--- src/rtl/dsp_mac_sequencer.sv ---
// Operand sequencer feeding a DSP48A1 slice set up as a multiply-accumulator.
// Latency: last beat accepted at edge L -> R_VALID from edge L+PIPE_LAT.
// Backpressure: S_READY drops from last beat until the result handshake completes.
//
// Ports: CLK/RST_N (sync, active-low); S_* operand stream (valid/ready, S_LAST marks end of packet);
// DSP_* slice operands, OPMODE, shared clock enable and reset, DSP_P fed back from the slice;
// R_* one accumulated result per packet (valid/ready) with its beat count.
// Optional macro DSP_MAC_SEQ_OVF_EN adds R_OVF: the sum does not fit RES_W signed bits,
// or the beat counter saturated.
module dsp_mac_sequencer #(
  parameter int WIDTH    = 18,
  parameter int PIPE_LAT = 3,
  parameter int CNT_W    = 8,
  parameter int RES_W    = 32
) (
  input  logic              CLK,
  input  logic              RST_N,
  input  logic              S_VALID,
  output logic              S_READY,
  input  logic [WIDTH-1:0]  S_A,
  input  logic [WIDTH-1:0]  S_B,
  input  logic              S_LAST,
  output logic [WIDTH-1:0]  DSP_A,
  output logic [WIDTH-1:0]  DSP_B,
  output logic [7:0]        DSP_OPMODE,
  output logic              DSP_CE,
  output logic              DSP_RST,
  input  logic [47:0]       DSP_P,
  output logic              R_VALID,
  input  logic              R_READY,
  output logic [47:0]       R_DATA,
  output logic [CNT_W-1:0]  R_COUNT
`ifdef DSP_MAC_SEQ_OVF_EN
  ,
  output logic              R_OVF
`endif
);

  if (PIPE_LAT < 2 || PIPE_LAT > 7) begin : g_bad_pipe_lat
    $error("dsp_mac_sequencer: PIPE_LAT must be 2..7");
  end
  if (RES_W < 2 || RES_W > 48) begin : g_bad_res_w
    $error("dsp_mac_sequencer: RES_W must be 2..48");
  end

  typedef enum logic [1:0] {ST_ACC, ST_DRAIN, ST_RESULT} state_t;

  localparam logic [2:0]       DRAIN_LOAD = 3'(PIPE_LAT - 1);
  localparam logic [CNT_W-1:0] CNT_MAX    = '1;
  localparam logic [7:0]       OP_CLEAR   = 8'h01;  // X=M, Z=0
  localparam logic [7:0]       OP_ACCUM   = 8'h09;  // X=M, Z=P

  state_t           state;
  logic             first;
  logic [2:0]       drain_cnt;
  logic [CNT_W-1:0] beat_cnt;
  logic             in_acc;
  logic             accept;

  // Gating with RST_N keeps the handshake and slice enables quiet while reset is held.
  assign in_acc  = (state == ST_ACC) && RST_N;
  assign accept  = S_VALID && in_acc;
  assign S_READY = in_acc;
  assign DSP_A   = in_acc ? S_A : '0;
  assign DSP_B   = in_acc ? S_B : '0;
  // Idle ACC cycles freeze the whole slice so gaps never disturb the sum.
  assign DSP_CE  = accept || ((state == ST_DRAIN) && RST_N);
  assign DSP_RST = ~RST_N;

`ifdef DSP_MAC_SEQ_OVF_EN
  logic sum_fits;
  // The sum fits when every bit above the RES_W sign bit matches it.
  assign sum_fits = (&DSP_P[47:RES_W-1]) || !(|DSP_P[47:RES_W-1]);
`endif

  always_ff @(posedge CLK) begin
    if (!RST_N) begin
      state      <= ST_ACC;
      first      <= 1'b1;
      drain_cnt  <= '0;
      beat_cnt   <= '0;
      DSP_OPMODE <= 8'h00;
      R_VALID    <= 1'b0;
      R_DATA     <= '0;
      R_COUNT    <= '0;
`ifdef DSP_MAC_SEQ_OVF_EN
      R_OVF      <= 1'b0;
`endif
    end else begin
      case (state)
        ST_ACC: begin
          if (accept) begin
            // The slice registers OPMODE one CE later than A/B, so this beat's
            // opmode reaches the post-adder together with its product from M.
            DSP_OPMODE <= first ? OP_CLEAR : OP_ACCUM;
            first      <= 1'b0;
            if (beat_cnt != CNT_MAX) beat_cnt <= beat_cnt + 1'b1;
            if (S_LAST) begin
              state     <= ST_DRAIN;
              drain_cnt <= DRAIN_LOAD;
            end
          end
        end
        ST_DRAIN: begin
          if (drain_cnt == 3'd0) begin
            state   <= ST_RESULT;
            R_VALID <= 1'b1;
            R_DATA  <= DSP_P;
            R_COUNT <= beat_cnt;
`ifdef DSP_MAC_SEQ_OVF_EN
            R_OVF   <= !sum_fits || (beat_cnt == CNT_MAX);
`endif
          end else begin
            drain_cnt <= drain_cnt - 3'd1;
          end
        end
        ST_RESULT: begin
          if (R_READY) begin
            R_VALID  <= 1'b0;
            state    <= ST_ACC;
            first    <= 1'b1;
            beat_cnt <= '0;
          end
        end
        default: state <= ST_ACC;
      endcase
    end
  end

endmodule

--- config.mk ---
export PLATFORM = sky130hd
export DESIGN_NAME = dsp_mac_sequencer
export DESIGN_NICKNAME = d
export VERILOG_FILES = /design/src/rtl/dsp_mac_sequencer.sv
export SDC_FILE = /design/constraint.sdc
export NUM_CORES = 1
export LEC_CHECK = 0
export ABC_AREA = 1
export CORE_ASPECT_RATIO = 0.7
export CORE_MARGIN = 2
export CORE_UTILIZATION = 32
export CTS_BUF_LIST = sky130_fd_sc_hd__clkbuf_4 sky130_fd_sc_hd__clkbuf_8 sky130_fd_sc_hd__clkbuf_16
export CTS_CLUSTER_DIAMETER = 120
export CTS_CLUSTER_SIZE = 8
export DETAILED_ROUTE_END_ITERATION = 10
export GPL_ROUTABILITY_DRIVEN = 0
export PLACE_DENSITY = 0.72
export SYNTH_ARGS = -nofsm -noshare
export SYNTH_HDL_FRONTEND = slang
export SYNTH_SLANG_ARGS = --single-unit
export TNS_END_PERCENT = 10
--- constraint.sdc ---
create_clock -name CLK -period 3.5 [get_ports CLK]
set_input_delay 0.525 -clock CLK [delete_from_list [all_inputs] [get_ports CLK]]
set_output_delay 0.525 -clock CLK [all_outputs]
set_load 0.05 [all_outputs]
==> out/results.ini <==
[critical_path]
crit_top_cell=nor2_2
r2r-start=drain_cnt[0]$_SDFFE_PN0P_
cp-end-kind=output port
crit_arrival_ns=1.84
cp_slowest_stage_delay_ns=0.47
critPathKind=flop to output port
ff2ff_path_depth=8
worstSetupStartpointType=flop
cpMaxStageDelayCell=dfxtp_1
r2r_setup_slack_ns=1.49
cp_max_fo=38
required_ns=2.97
path_cells=nor2_2 > nand2_1 > buf_4 > nor2_2 > inv_1 > o21ai_0 > buf_12
rr_endpoint=R_COUNT[2]$_SDFFE_PN0P_

[timing]
finalHoldViolCount=0
period_share_pct=67.6
slew_headroom_pct=58.5
fin_worst_skew_ns=0.00514
slew_violations=0
rsz0062_at_grt=no
fmax_ghz=0.422
post-route-min-period_ns=2.37
max_slew.worst_pin.slew_ns=0.623
finalSetupTns_ns=0
setup_viol=0

[pwr]
p_int_mw=1.88
p_clk_share_pct=40.2
seq_power_share_pct=34.3
p_sw_share_pct=27.9
powerDensity_mw_per_mm2=446
power_mw=2.60
ir_worst_vdd_v=0.000254
p_comb_share_pct=25.5
switchingPower_mw=0.728
leakage_nw=2.48

[floorplanning]
row_count=30
initial_core_util_pct=33.1
dieHeight_um=87.9
ios=193
die-area_mm2=0.0109
fp.coreArea_mm2=0.00972
fp.dieW_um=124

[place]
dp_hpwl_mm=7.82
placedCellCount=762
place_area_mm2=0.00549
port-buffer-count=186

[status]
outcome=complete, no violations

[detailed_routing]
drtAntennaViolNets=0
drt-pass1-iter-count=4
wl_per_cell_um=13.1
vias=3415
drcViolationCount=0
vias_per_cell=4.39
drt_iter0_drc=153
routed_wl_mm=10.2

[logic_synthesis]
ys_ff_latch=73
synth_area_mm2=0.00322
synth_flop_cell=dfxtp_1
yosysTopAreaCell=dfxtp_1
yosys.cell_types.count=27
synth_top_area_share_pct=45.4
ys.warnings.count=0
synth_most_common_cell=nor2_1
netlist_top_cells_count=nor2_1 (154), dfxtp_1 (73), inv_1 (63), o21ai_0 (60), nand2_1 (39)
synth_edf_count=0
netlist_instances=469
async_reset_ff_share_pct=0
seq_area_frac_synth_pct=45.4
synth_area_leaders=dfxtp_1 (45%), nor2_1 (18%), o21ai_0 (9.3%), inv_1 (7.3%), nand2_1 (4.5%)
syn_area_per_cell_um2=6.86

[cts]
cts_setup_buffers=0
cts_sinks=73
cts_tree=done
cts_hold_buf=0
numCtsBuffers=9
htree_levels=3
cts.path.max_buffers=2
clkLatencyLatePin_ns=0.32
root_buffer=clkbuf_16
clk_pin_slew_ns=0.05
post_cts_resized=0

[global_routing]
antenna_found_initial=0
grt_pass1_wl_mm=15.5
grt_max_degree=65
grt_pass1_vias=3186
grt_overflow_total=0
gr-usage-all-layers_pct=18.3

[cells_and_area]
fillers=852
antenna_cells=0
layoutNonFillerInstCount=778
design_area_mm2=0.00584
area_growth_pct=81.3
nets=737
layout-drive-gt1-share_pct=11.1

[worst_hold_path]
hold-path-endpoint=DSP_OPMODE[3]$_SDFFE_PN0P_
holdPathStages=1
hold_start=first$_SDFFE_PN1P_
hold_path_class=flop to flop

[flow_run]
maxCapViolations=0

## layout make-up
type | instances | area (um^2) | area share [%]
flip-flops and latches | 73 | 1460 | 25.0
well taps | 128 | 160 | 2.74
multi-input cells | 307 | 1360 | 23.4
clock inverters | 5 | 103 | 1.76
clock buffers | 11 | 246 | 4.22
inverters | 66 | 250 | 4.29
repair buffers | 188 | 2250 | 38.6
## layer usage
| layer | track usage, % | share of wire (%) | vias up |
|---|---|---|---|
| met5 | 0 | 0 | - |
| met4 | 4.34 | 1.1 | 0 |
| met2 | 31.7 | 47 | 107 |
| met3 | 7.10 | 9.6 | 12 |
| met1 | 21.6 | 42 | 1523 |
| li1 | - | - | 1773 |
## per-stage QoR
| step | utilization (%) | worst slack (ns) | hold slack (ns) |
|---|---|---|---|
| finish | 60.0 | 1.13 | 0.438 |
| global route | 60.0 | 0.982 | 0.455 |
| CTS | 60.0 | 1.10 | 0.436 |
| detailed placement | 56.4 | 1.27 | 0.428 |
| global placement | 56.4 | 1.27 | 0.420 |
| floorplan | - | 1.18 | 0.407 |
## critical path, delay by kind of cell, from the launching register on
kind	cells	cell delay, ns
buffers and inverters	3	0.63
DFF	1	0.47
and+or+nand+nor	3	0.26
AOI/OAI and AO/OA	1	0.16
## worst max-delay path by stage
stage                                from  cells after the start      to
global placement                  S_VALID                      6  DSP_CE
floorplan                           RST_N                      2  DSP_CE
global route        state[1]$_SDFFE_PN0P_                      7  DSP_CE
finish              state[1]$_SDFFE_PN0P_                      7  DSP_CE
CTS                 state[1]$_SDFFE_PN0P_                      7  DSP_CE
detailed placement                S_VALID                      6  DSP_CE
## kinds of logic after synthesis
kind of cell,Yosys count,synth area share (%)
buf+inv,94,12.8
fa+ha+maj,3,1.17
other cells,1,0.116
compound gates,81,12.9
simple gates,216,27.3
xor+xnor,1,0.272
flops,73,45.4
## power groups by stage
stage / Clock (mW) / Combinational [mW] / Sequential (mW)
after floorplan: 0 / 0.259 / 1.01
after global placement: 0 / 0.660 / 0.908
after detailed placement: 0 / 0.667 / 0.911
after CTS: 1.07 / 0.669 / 0.893
after global routing: 1.11 / 0.706 / 0.898
final: 1.05 / 0.664 / 0.893
## sequential cells by signal (all words and copies together), names as in the netlist
name / cells
state: 2
drain_cnt: 3
R_COUNT: 8
R_DATA: 48
R_VALID: 1
beat_cnt: 8
DSP_OPMODE: 2
first: 1
## placed cells by master, fill, tap and decap left out, drive strengths merged
cell	instances
clkinv	1
clkdlybuf4s50	147
xnor2	1
dfxtp	73
nor2	159
buf	41
a21o	1
nand4	5
bufinv	3
conb	6
clkinvlp	1
a21oi	15
o21ai	65
nand2	43
ha	3
inv	66
clkbuf	11
nand3	9
Note: power is estimated with default switching activity, not from simulation.
